## src/rtl/grant_request_sequencer.sv

```systemverilog
// grant_request_sequencer
// Turns a requester's req/done level handshake and a resource-ready level
// into the four single-cycle transition pulses of the downstream
// IDLE/REQUESTING/GRANT/REVOKE arbitration FSM. It also enforces a maximum
// grant length, counted only while i_granted is high, and a post-revoke
// cooldown.
// Optional feature: define GRANT_REQ_SEQ_STATS_EN to add saturating grant
// and forced-revoke statistics counters with a synchronous clear.
module grant_request_sequencer #(
  parameter int MAX_GRANT_CYCLES = 16,
  parameter int COOLDOWN_CYCLES  = 2,
  parameter int STAT_W           = 16
) (
  input  logic              i_ck,
  input  logic              i_arst,
  input  logic              i_req,
  input  logic              i_ready,
  input  logic              i_done,
  input  logic              i_granted,
`ifdef GRANT_REQ_SEQ_STATS_EN
  input  logic              i_statClr,
  output logic [STAT_W-1:0] o_grantCount,
  output logic [STAT_W-1:0] o_forcedCount,
`endif
  output logic              o_stateTransition1,
  output logic              o_stateTransition2,
  output logic              o_stateTransition3,
  output logic              o_stateTransition4,
  output logic              o_forcedRevoke,
  output logic              o_busy
);

  localparam int HCW = $clog2(MAX_GRANT_CYCLES + 1);
  localparam int CCW = (COOLDOWN_CYCLES < 1) ? 1 : $clog2(COOLDOWN_CYCLES + 1);
  localparam logic [HCW-1:0] HOLD_LAST = HCW'(MAX_GRANT_CYCLES - 1);
  localparam logic [CCW-1:0] COOL_LOAD = CCW'(COOLDOWN_CYCLES);

  // Three-bit encoding leaves spare codes; any of them falls back to IDLE.
  typedef enum logic [2:0] {
    S_IDLE       = 3'd0,
    S_WAIT_READY = 3'd1,
    S_HOLD       = 3'd2,
    S_COOLDOWN   = 3'd3
  } state_t;

  state_t         state_reg, state_next;
  logic [HCW-1:0] hold_cnt_reg, hold_cnt_next;
  logic [CCW-1:0] cool_cnt_reg, cool_cnt_next;
  logic           t1_reg, t1_next;
  logic           t2_reg, t2_next;
  logic           t3_reg, t3_next;
  logic           t4_reg, t4_next;
  logic           forced_reg, forced_next;
  logic           busy_reg;
  logic           limit_hit;

  // The limit only counts as reached on a cycle where the grant is really held.
  assign limit_hit = i_granted && (hold_cnt_reg == HOLD_LAST);

  // Next-state, counter and pulse decode; at most one pulse per cycle by construction.
  always_comb begin
    state_next    = state_reg;
    hold_cnt_next = hold_cnt_reg;
    cool_cnt_next = cool_cnt_reg;
    t1_next       = 1'b0;
    t2_next       = 1'b0;
    t3_next       = 1'b0;
    t4_next       = 1'b0;
    forced_next   = 1'b0;
    case (state_reg)
      S_IDLE: begin
        if (i_req) begin
          t1_next    = 1'b1;
          state_next = S_WAIT_READY;
        end
      end
      S_WAIT_READY: begin
        // A dropped i_req does not abandon the sequence here.
        if (i_ready) begin
          t2_next       = 1'b1;
          hold_cnt_next = '0;
          state_next    = S_HOLD;
        end
      end
      S_HOLD: begin
        if (i_done || limit_hit) begin
          t3_next       = 1'b1;
          forced_next   = limit_hit && !i_done;
          cool_cnt_next = COOL_LOAD;
          state_next    = S_COOLDOWN;
        end else if (i_granted) begin
          hold_cnt_next = hold_cnt_reg + HCW'(1);
        end
      end
      S_COOLDOWN: begin
        if (cool_cnt_reg == '0) begin
          t4_next    = 1'b1;
          state_next = S_IDLE;
        end else begin
          cool_cnt_next = cool_cnt_reg - CCW'(1);
        end
      end
      default: begin
        state_next    = S_IDLE;
        hold_cnt_next = '0;
        cool_cnt_next = '0;
      end
    endcase
  end

  // State, counters and all outputs registered together; reset aborts everything.
  always_ff @(posedge i_ck or posedge i_arst) begin
    if (i_arst) begin
      state_reg    <= S_IDLE;
      hold_cnt_reg <= '0;
      cool_cnt_reg <= '0;
      t1_reg       <= 1'b0;
      t2_reg       <= 1'b0;
      t3_reg       <= 1'b0;
      t4_reg       <= 1'b0;
      forced_reg   <= 1'b0;
      busy_reg     <= 1'b0;
    end else begin
      state_reg    <= state_next;
      hold_cnt_reg <= hold_cnt_next;
      cool_cnt_reg <= cool_cnt_next;
      t1_reg       <= t1_next;
      t2_reg       <= t2_next;
      t3_reg       <= t3_next;
      t4_reg       <= t4_next;
      forced_reg   <= forced_next;
      busy_reg     <= (state_next != S_IDLE);
    end
  end

  assign o_stateTransition1 = t1_reg;
  assign o_stateTransition2 = t2_reg;
  assign o_stateTransition3 = t3_reg;
  assign o_stateTransition4 = t4_reg;
  assign o_forcedRevoke     = forced_reg;
  assign o_busy             = busy_reg;

`ifdef GRANT_REQ_SEQ_STATS_EN
  logic [STAT_W-1:0] grant_cnt_reg;
  logic [STAT_W-1:0] forced_cnt_reg;

  // Saturating statistics; they count the visible pulses and a clear beats an increment.
  always_ff @(posedge i_ck or posedge i_arst) begin
    if (i_arst) begin
      grant_cnt_reg  <= '0;
      forced_cnt_reg <= '0;
    end else if (i_statClr) begin
      grant_cnt_reg  <= '0;
      forced_cnt_reg <= '0;
    end else begin
      if (t2_reg && (grant_cnt_reg != '1))
        grant_cnt_reg <= grant_cnt_reg + STAT_W'(1);
      if (forced_reg && (forced_cnt_reg != '1))
        forced_cnt_reg <= forced_cnt_reg + STAT_W'(1);
    end
  end

  assign o_grantCount  = grant_cnt_reg;
  assign o_forcedCount = forced_cnt_reg;
`endif

endmodule

```

## config.mk

```make
export PLATFORM = sky130hd
export DESIGN_NAME = grant_request_sequencer
export DESIGN_NICKNAME = d
export VERILOG_FILES = /design/src/rtl/grant_request_sequencer.sv
export SDC_FILE = /design/constraint.sdc
export NUM_CORES = 1
export LEC_CHECK = 0
export CORE_MARGIN = 4
export CORE_UTILIZATION = 46
export DETAILED_ROUTE_END_ITERATION = 6
export GPL_TIMING_DRIVEN = 1
export HOLD_SLACK_MARGIN = 0.03
export PLACE_DENSITY = 0.77
export SYNTH_ARGS = -nofsm -noshare
export SYNTH_HDL_FRONTEND = slang
export SYNTH_SLANG_ARGS = --single-unit
```

## constraint.sdc

```tcl
create_clock -name i_ck -period 2.03 [get_ports i_ck]
set_input_delay 0.203 -clock i_ck [delete_from_list [all_inputs] [get_ports i_ck]]
set_output_delay 0.203 -clock i_ck [all_outputs]
set_load 0.005 [all_outputs]
```

==> metrics.txt <==
crit path from=hold_cnt_reg[1]; slew at the pin closest to its max-slew limit=slightly below 0.6 ns; kind of end point of the critical path=register; maximum capacitance violations=0; Req. time, crit path=2.22 ns; length of the first detailed-routing pass in iterations=4; antenna-violating nets left=0; length in cells of the worst reg-to-reg path=6; worst setup path class=register to register; worst skew pair latency=~0.30 ns; Critical Path Start Type=register; Max-Slew Margin vs Limit=roughly three fifths; Detailed Place HPWL=between 1000 and 1500 um; largest family of logic cells by synthesized area=simple AND/OR/NAND/NOR gates; final hold slack=0.254 ns; final period demand of the worst path=1.99 ns; Hold/Removal Path Class=primary input to asynchronous set/reset pin; sequential element share of the synthesized area=51.1%; GRT overflow=0; worst reg-to-reg setup slack=0.04 ns; number of buffer cells added on primary ports=11; synthesized area per cell=about 11 um2; GRT Util Overall=~15%; Nets=100; Post-Layout Cell Count=106; number of sinks on the clock net=16; number of remaining DRC errors=0; area growth from synthesis to final layout=25.7%; via count of the first global-routing pass=587; fraction of final layout cells sized beyond drive strength 1=18.9%; diode count=0; Iteration-0 DRC Markers=14; wire length of the first global-routing pass=2660 um; number of fill cells in the layout=120; share of the clock period used by the worst path=98.0%; Peak VDD IR=0.381 mV; largest net degree at the start of global routing=17; total CTS buffers=3; Chip Height=approximately 49 um; number of max-slew violations in the final report=0; netlist area before placement=between 700 and 800 um2; CP max FO=3; I/O pin count=12; maximum frequency from static timing analysis=503 MHz; flip-flop and latch count after synthesis=16; Fin. Hold Viols=0; worst-case setup slack after placement=0.0334 ns; Reg-to-Reg End=hold_cnt_reg[4]; buffers from clock root to sink, at most=2; total of endpoints with negative setup slack in the final report=0; Post-Syn Instances=73; weighted congestion reported at the end of routability-driven placement=0.864; number of placement rows=14; clock root buffer=clkbuf_4; arrival time reported for the critical path endpoint=around 2.2 ns; Via Count=~600; r2r startpoint=hold_cnt_reg[1]; Leak=0.442 nW; total power=635 uW; initial antenna violation count=0; core area=1560 um2; Placed Cells=98; adder and majority gate portion of the synthesized area=between 4 and 5%; Routed Wire Length=1650 um; TritonCTS clock tree=yes; width of the die=just under 50 um; routed wirelength normalized by instance count=around 16 um; mux share of post-synthesis cell area=5.11%; number of unique standard cell types used by synthesis=28; power density of the placed cells=645 nW/um2; Vias per Instance=~5.7; number of nets produced by synthesis=approximately 80; floorplan die area=2430 um2; maximum level of the CTS H-tree=1; result of the run=completed; Layout Utilization=between 60% and 70%; quantity of hold-fixing buffers added after cts=0; number of flip-flops in the largest register=5; Compound-Gate Fraction of Synth Area=between 10% and 20%; worst clock skew on the final layout=0.00493 ns; YS warnings=0; Reg clk slew, reported paths=0.10 ns; slack of the critical path=0.0412 ns; Initial Utilization=50.2%; simple-gate share of the synthesized area=18.2%; xor and xnor area share after synthesis=0%
cell families (layout without fill, tap and decap cells):
kind of cell,count (synthesis),after routing
other,1,1
adders and majority gates,3,3
muxes,3,3
buffers and inverters,10,27
DFF,16,16
and+or+nand+nor,23,23
AOI/OAI and AO/OA,17,17
per-stage QoR:
stage / setup TNS, ns / instance area (um2)
finish: 0 / 985
global route: -0.00875 / 985
CTS: 0 / 935
detailed placement: 0 / 898
global placement: 0 / 898
floorplan: 0 / 783
power by group:
part           internal, mW  switching, mW
Combinational        0.0385         0.0377
Sequential            0.329         0.0149
Clock                 0.109          0.106
Total                 0.477          0.158
Yosys cell counts:
| library cell | number | area [um2] |
|---|---|---|
| dfrtp_1 | 16 | 400 |
| inv_1 | 7 | 26.3 |
| a21oi_1 | 5 | 25.0 |
| a31oi_1 | 5 | 31.3 |
| and3_1 | 4 | 25.0 |
| nand2_1 | 4 | 15.0 |
| nor2_1 | 4 | 15.0 |
| ha_1 | 3 | 37.5 |
| nor3_1 | 3 | 15.0 |
| a211o_1 | 2 | 17.5 |
| mux2_4 | 2 | 30.0 |
| nor3b_1 | 2 | 15.0 |
| a221o_1 | 1 | 10.0 |
| and4bb_2 | 1 | 12.5 |
| and4bb_4 | 1 | 16.3 |
| buf_4 | 1 | 7.51 |
| buf_6 | 1 | 11.3 |
| clkbuf_1 | 1 | 3.75 |
| conb_1 | 1 | 3.75 |
| mux2i_1 | 1 | 10.0 |
| nand3_1 | 1 | 5.00 |
| nor2b_1 | 1 | 6.26 |
| o21a_1 | 1 | 7.51 |
| o21ai_0 | 1 | 5.00 |
| o22ai_1 | 1 | 6.26 |
| o31ai_1 | 1 | 7.51 |
| or2_0 | 1 | 6.26 |
| or3b_4 | 1 | 11.3 |
cells in the final DEF (no fill, tap or decap), drive strengths merged:
master / count
nor2: 4
a31oi: 5
nand3: 1
or2: 1
and3: 4
mux2: 2
clkdlybuf4s50: 11
conb: 1
or3b: 1
o21ai: 1
ha: 3
nor2b: 1
nor3: 3
o22ai: 1
dfrtp: 16
nand2: 4
and4bb: 2
nor3b: 2
inv: 7
mux2i: 1
a221o: 1
clkbuf: 4
o21a: 1
a21oi: 5
buf: 5
o31ai: 1
a211o: 2
repair_timing:
| item | 4_1_cts | 5_1_grt |
|---|---|---|
| gates resized for setup | 0 | 4 |
| setup buffers | 0 | 4 |
| setup endpoints to repair | 0 | 4 |
worst max path at each step:
stage,cells past startpoint,slack [ns],endpoint
after floorplan,6,0.1,hold_cnt_reg[1]
after global placement,6,0.09,hold_cnt_reg[1]
after detailed placement,6,0.03,hold_cnt_reg[4]
after CTS,6,0.004,hold_cnt_reg[4]
after global routing,6,-0.006,hold_cnt_reg[4]
final,6,0.04,hold_cnt_reg[4]
critical path, stage by stage, from the launching register on:
cell and delay, ns:
dfrtp_1 0.40, ha_2 0.21, and3_4 0.20, ha_4 0.14
and4bb_4 0.23, a221o_1 0.38, mux2_4 0.32
area by class of cell:
cell class	instances	area, um2	area share [%]
Sequential cell	16	400	40.7
Multi-Input combinational cell	47	354	36.0
Timing Repair Buffer	16	148	15.0
Clock buffer	4	36.3	3.68
Inverter	7	26.3	2.67
Tap cell	16	20.0	2.03
per-layer routing:
| metal | wire length (um) | GRT usage, % |
|---|---|---|
| met1 | 755 | 17.7 |
| met2 | 750 | 23.4 |
| met3 | 69 | 3.06 |
| met4 | 72 | 9.48 |
| met5 | 0 | 0 |
(Power assumes the default switching activity.)
